`src/rtl/icache_responder.sv`:
```
// rtl/icache_responder.sv - direct-mapped read-only instruction cache, single-word fills
// Optional hit/miss counters under `ICACHE_STATS_EN.
module icache_responder #(
  parameter int SETS = 16
) (
  input  logic        CLK,
  input  logic        nRST,
  input  logic        imemREN,
  input  logic [31:0] imemaddr,
  output logic        ihit,
  output logic [31:0] imemload,
  output logic        iREN,
  output logic [31:0] iaddr,
  input  logic        iwait,
  input  logic [31:0] iload
`ifdef ICACHE_STATS_EN
  ,
  output logic [31:0] hit_count,
  output logic [31:0] miss_count
`endif
);

  localparam int IDX_W = $clog2(SETS);
  localparam int TAG_W = 30 - IDX_W;

  typedef enum logic {IDLE, FILL} state_t;

  state_t             state, next_state;
  logic [29:0]        miss_addr;
  logic [SETS-1:0]    valid;
  logic [TAG_W-1:0]   tag_arr  [SETS];
  logic [31:0]        data_arr [SETS];

  logic [IDX_W-1:0]   req_idx, miss_idx;
  logic [TAG_W-1:0]   req_tag, miss_tag;
  logic               lookup_hit;
  logic               start_miss;
  logic               fill_done;
  logic               unused_byte_bits;

  assign req_idx          = imemaddr[IDX_W+1:2];
  assign req_tag          = imemaddr[31:IDX_W+2];
  assign miss_idx         = miss_addr[IDX_W-1:0];
  assign miss_tag         = miss_addr[29:IDX_W];
  assign lookup_hit       = valid[req_idx] && (tag_arr[req_idx] == req_tag);
  assign unused_byte_bits = ^imemaddr[1:0];

  // Outputs are fully decoded from state so iREN drops as soon as reset hits.
  always_comb begin
    next_state = state;
    ihit       = 1'b0;
    imemload   = 32'd0;
    iREN       = 1'b0;
    iaddr      = 32'd0;
    start_miss = 1'b0;
    fill_done  = 1'b0;
    case (state)
      IDLE: begin
        if (imemREN) begin
          if (lookup_hit) begin
            ihit     = 1'b1;
            imemload = data_arr[req_idx];
          end else begin
            start_miss = 1'b1;
            next_state = FILL;
          end
        end
      end
      FILL: begin
        iREN  = 1'b1;
        iaddr = {miss_addr, 2'b00};
        if (!iwait) begin
          fill_done  = 1'b1;
          next_state = IDLE;
        end
      end
      default: next_state = IDLE;
    endcase
  end

  always_ff @(posedge CLK or negedge nRST) begin
    if (!nRST) begin
      state     <= IDLE;
      miss_addr <= 30'd0;
      valid     <= '0;
    end else begin
      state <= next_state;
      if (start_miss) begin
        miss_addr <= imemaddr[31:2];
      end
      if (fill_done) begin
        valid[miss_idx] <= 1'b1;
      end
    end
  end

  // Tag and data storage carry no reset; valid bits guard them.
  always_ff @(posedge CLK) begin
    if (fill_done) begin
      tag_arr[miss_idx]  <= miss_tag;
      data_arr[miss_idx] <= iload;
    end
  end

`ifdef ICACHE_STATS_EN
  always_ff @(posedge CLK or negedge nRST) begin
    if (!nRST) begin
      hit_count  <= 32'd0;
      miss_count <= 32'd0;
    end else begin
      if (ihit && (hit_count != 32'hFFFF_FFFF)) begin
        hit_count <= hit_count + 32'd1;
      end
      if (start_miss && (miss_count != 32'hFFFF_FFFF)) begin
        miss_count <= miss_count + 32'd1;
      end
    end
  end
`endif

endmodule

```
`config.mk`:
```
export PLATFORM = sky130hd
export DESIGN_NAME = icache_responder
export DESIGN_NICKNAME = d
export VERILOG_FILES = /design/src/rtl/icache_responder.sv
export SDC_FILE = /design/constraint.sdc
export NUM_CORES = 1
export LEC_CHECK = 0
export CORE_UTILIZATION = 40
export CTS_BUF_LIST = sky130_fd_sc_hd__clkbuf_2
export DETAILED_ROUTE_END_ITERATION = 7
export GPL_TIMING_DRIVEN = 0
export PLACE_DENSITY_LB_ADDON = 0.12
export SLEW_MARGIN = 20
export SYNTH_ARGS = -nofsm -noshare
export SYNTH_HDL_FRONTEND = slang
export SYNTH_SLANG_ARGS = --single-unit
```
`constraint.sdc`:
```
create_clock -name CLK -period 8.25 [get_ports CLK]
set_input_delay 1.65 -clock CLK [delete_from_list [all_inputs] [get_ports CLK]]
set_output_delay 1.65 -clock CLK [all_outputs]
set_load 0.05 [all_outputs]
```
==> flow_metrics.py <==
metrics = {
    "sta": {
        "finalSetupTns_ps": 0,
        "timing_worst_slew_pin_value_ps": 1140,
        "hold_viol_final": 0,
        "setup_viol": 0,
        "fin_skew_ps": 102,
        "fin_crit_sh_pct": 98.5,
        "period_needed_ps": 8130,
        "rsz0062_at_grt": "false",
        "slew_headroom_pct": 24.0,
        "drv_slew": 0,
        "max_freq_ghz": 0.123,
    },
    "synth": {
        "synthFlopType": "edfxtp_1",
        "syn_area_mm2": 0.0382,
        "synth_compound_area_share_pct": 1.25,
        "yosysTopAreaCellShare_pct": 73.0,
        "syn_inst": 1696,
        "synthMuxAreaShare_pct": 17.6,
        "async_reset_ff_share_pct": 4.82,
        "synth.largest_area_cell": "edfxtp_1",
        "synth_xor_area_share_pct": 0.964,
        "synth_area_per_cell_um2": 22.5,
        "ys_ff_latch": 975,
        "synthAdderAreaFrac_pct": 0,
        "synth_area_leaders": "edfxtp_1, mux4_2, dfrtp_1, mux2i_1, mux2_4",
        "synthSimpleGateAreaFrac_pct": 2.69,
        "synth_top_family_by_area": "multiplexers",
        "synth_warnings": 0,
        "ys_seq_area_share_pct": 76.1,
        "synth.distinct_cells": 56,
        "synth_edf_count": 928,
    },
    "clocking": {
        "cts_tree": "done",
        "cts_sinks": 975,
        "clk_path_buf_depth": 3,
        "postCtsSetupBuffers": 0,
        "clk_pin_slew_worst_paths_ps": 80,
        "clk_latency_ps": 1540,
        "clockRootBuffer": "clkbuf_2",
        "cts.htree.levels": 4,
        "cts_buffers": 240,
    },
    "run": {
        "drv_cap": 0,
    },
    "routing": {
        "drt_iter0_markers": 1875,
        "firstDrtPassIters": 5,
        "wl_mm": 103,
        "ant_nets": 0,
        "via_per_inst": 5.42,
        "vias": 19547,
        "drc": 0,
        "wl_per_cell_um": 28.6,
    },
    "layout": {
        "final_util_pct": 47.8,
        "multi_input_comb_area_mm2": 0.00873,
        "layout_commonest_cell": "edfxtp_1",
        "area_delta_synth_final_pct": 17.7,
        "fin_nets": 2228,
        "fillers": 7992,
        "layout_common_cells": "edfxtp_1, clkbuf_2, mux4_2, clkdlybuf4s50_1, mux2i_1",
        "seq_area_mm2": 0.0290,
        "fin_area_mm2": 0.0449,
        "layout-drive-gt1-share_pct": 36.8,
    },
    "grt": {
        "first_global_vias": 20512,
        "grt-ovfl-total": 0,
        "grt_max_degree": 29,
        "grt_pass1_wl_mm": 147,
        "grtUsageTotal_pct": 21.7,
        "antenna_found_initial": 10,
    },
    "placed_design": {
        "portBuffers": 126,
        "dp_hpwl_mm": 66.8,
        "place.gp.congestion": 0.769,
        "dpl_cell_area_mm2": 0.0427,
    },
    "die": {
        "ios": 134,
        "coreArea_mm2": 0.0939,
        "core.rowCount": 112,
        "die_x_um": 311,
        "fp.dieH_um": 311,
        "initial_utilization_pct": 40.6,
        "die_area_mm2": 0.0966,
    },
    "critical_path": {
        "crit_chain": "clkdlybuf4s50_1 > buf_2 > clkdlybuf4s15_2 > buf_4 > buf_2 > a41oi_1 > a2111oi_4 > nand4_4 > nor3b_2 > clkdlybuf4s50_1",
        "ff2ff_setup_slack_ps": 4660,
        "cp-end-kind": "output pin",
        "arrival_ps": 6480,
        "crit_required_ps": 6600,
        "slowest_delay_ps": 880,
        "path_class": "in2out",
        "worstPathMaxFanout": 10,
        "start_kind": "primary input",
        "cp_slowest_cell": "clkdlybuf4s50_1",
    },
    "pwr": {
        "leakage_uw": 0.0153,
        "power_density_mw_per_mm2": 225,
        "vdd_drop_max_mv": 0.146,
    },
    "worst_hold_path": {
        "min_path_type": "reg2reg",
    },
    "outcome": {
        "outcome": "finished, final reports clean",
    },
}
==> worst max-delay path, delay by kind of cell <==
kind                   cells  cell delay [ps]
AOI/OAI and AO/OA          2              960
and+or+nand+nor            2              820
buffers and inverters      6             3020
==> logic make-up after synthesis <==
family / Yosys count
other: 1
flip-flops: 975
XOR/XNOR: 42
AND/OR/NAND/NOR: 165
AO/OA/AOI/OAI: 57
buffers and inverters: 95
multiplexers: 361
==> synth_stat cells (all sizes together) (2+ instances only) <==
| master | count |
|---|---|
| o22ai | 8 |
| nor3 | 7 |
| mux4 | 232 |
| mux2i | 80 |
| o2111ai | 2 |
| and4 | 2 |
| nand3 | 6 |
| nand2 | 15 |
| dfrtp | 47 |
| and3 | 3 |
| a31oi | 4 |
| nand2b | 8 |
| or4 | 2 |
| nor2 | 21 |
| or2 | 16 |
| nand4 | 7 |
| xnor2 | 26 |
| a221oi | 11 |
| a22oi | 18 |
| nor3b | 33 |
| o2bb2ai | 2 |
| buf | 60 |
| mux2 | 49 |
| clkbuf | 33 |
| nor4 | 3 |
| a211oi | 2 |
| a41oi | 2 |
| and2 | 30 |
| xor2 | 16 |
| a21oi | 3 |
| edfxtp | 928 |
| nor2b | 7 |
==> power breakdown <==
part	total (uW)	internal (uW)	leakage, uW	switching [uW]
Clock	3200	1290	0.00167	1910
Sequential	5890	5710	0.00890	180
Combinational	997	428	0.00471	569
Total	10100	7430	0.0153	2660
==> registers in the layout, summed over array words and instances, names as in the netlist <==
name       flops
data_arr     512
miss_addr     30
valid         16
state          1
tag_arr      416
==> per-layer routing <==
metal  vias to the layer above  wire length, um  global-route usage [%]  share of wire (%)
li1                       8213                -                       -                  -
met1                     10414            44700                    30.1                 43
met2                       747            49700                    34.3                 48
met3                       161             6750                    5.03                6.6
met4                        12             1830                    6.11                1.8
met5                         -               82                       0              0.080
==> worst paths after layout <==
kind                                              to  cells past startpoint               startpoint
setup / recovery                        imemload[31]                     10              imemaddr[5]
hold / removal                  valid[0]$_DFFE_PN0P_                      1     valid[0]$_DFFE_PN0P_
setup reg to reg            miss_addr[8]$_DFFE_PN0P_                      9  tag_arr[4][8]$_DFFE_PP_
hold reg to reg                 valid[0]$_DFFE_PN0P_                      1     valid[0]$_DFFE_PN0P_
max in group asynchronous  miss_addr[22]$_DFFE_PN0P_                      3                     nRST
min in group asynchronous  miss_addr[11]$_DFFE_PN0P_                      2                     nRST
==> area by class of cell <==
cell class | count | area share (%)
clock inverters | 61 | 0.774
repair buffers | 221 | 6.29
diodes | 9 | 0.0501
clock buffers | 363 | 4.04
multi-input cells | 627 | 19.4
inverters | 2 | 0.0167
well taps | 1254 | 3.49
flip-flops and latches | 975 | 64.7
plain buffers | 93 | 1.23
==> what timing repair did <==
action,4_1_cts,5_1_grt
hold buffers,1,0
gates resized for setup,31,16
setup endpoints to repair,33,14
endpoints found under the hold margin,19,0
==> per-stage QoR <==
step / power [uW] / setup slack (ps) / hold WS [ps] / instances
after global routing: 10500 / 0.700 / 448 / 3604
after global placement: 6940 / -5570 / 446 / 3077
final: 10100 / 124 / 470 / 3605
after CTS: 10200 / -15.0 / 421 / 3596
after detailed placement: 7020 / -1030 / 450 / 3171
after floorplan: 6520 / 1330 / 434 / 1697
Power figures use the tool's default switching activity.
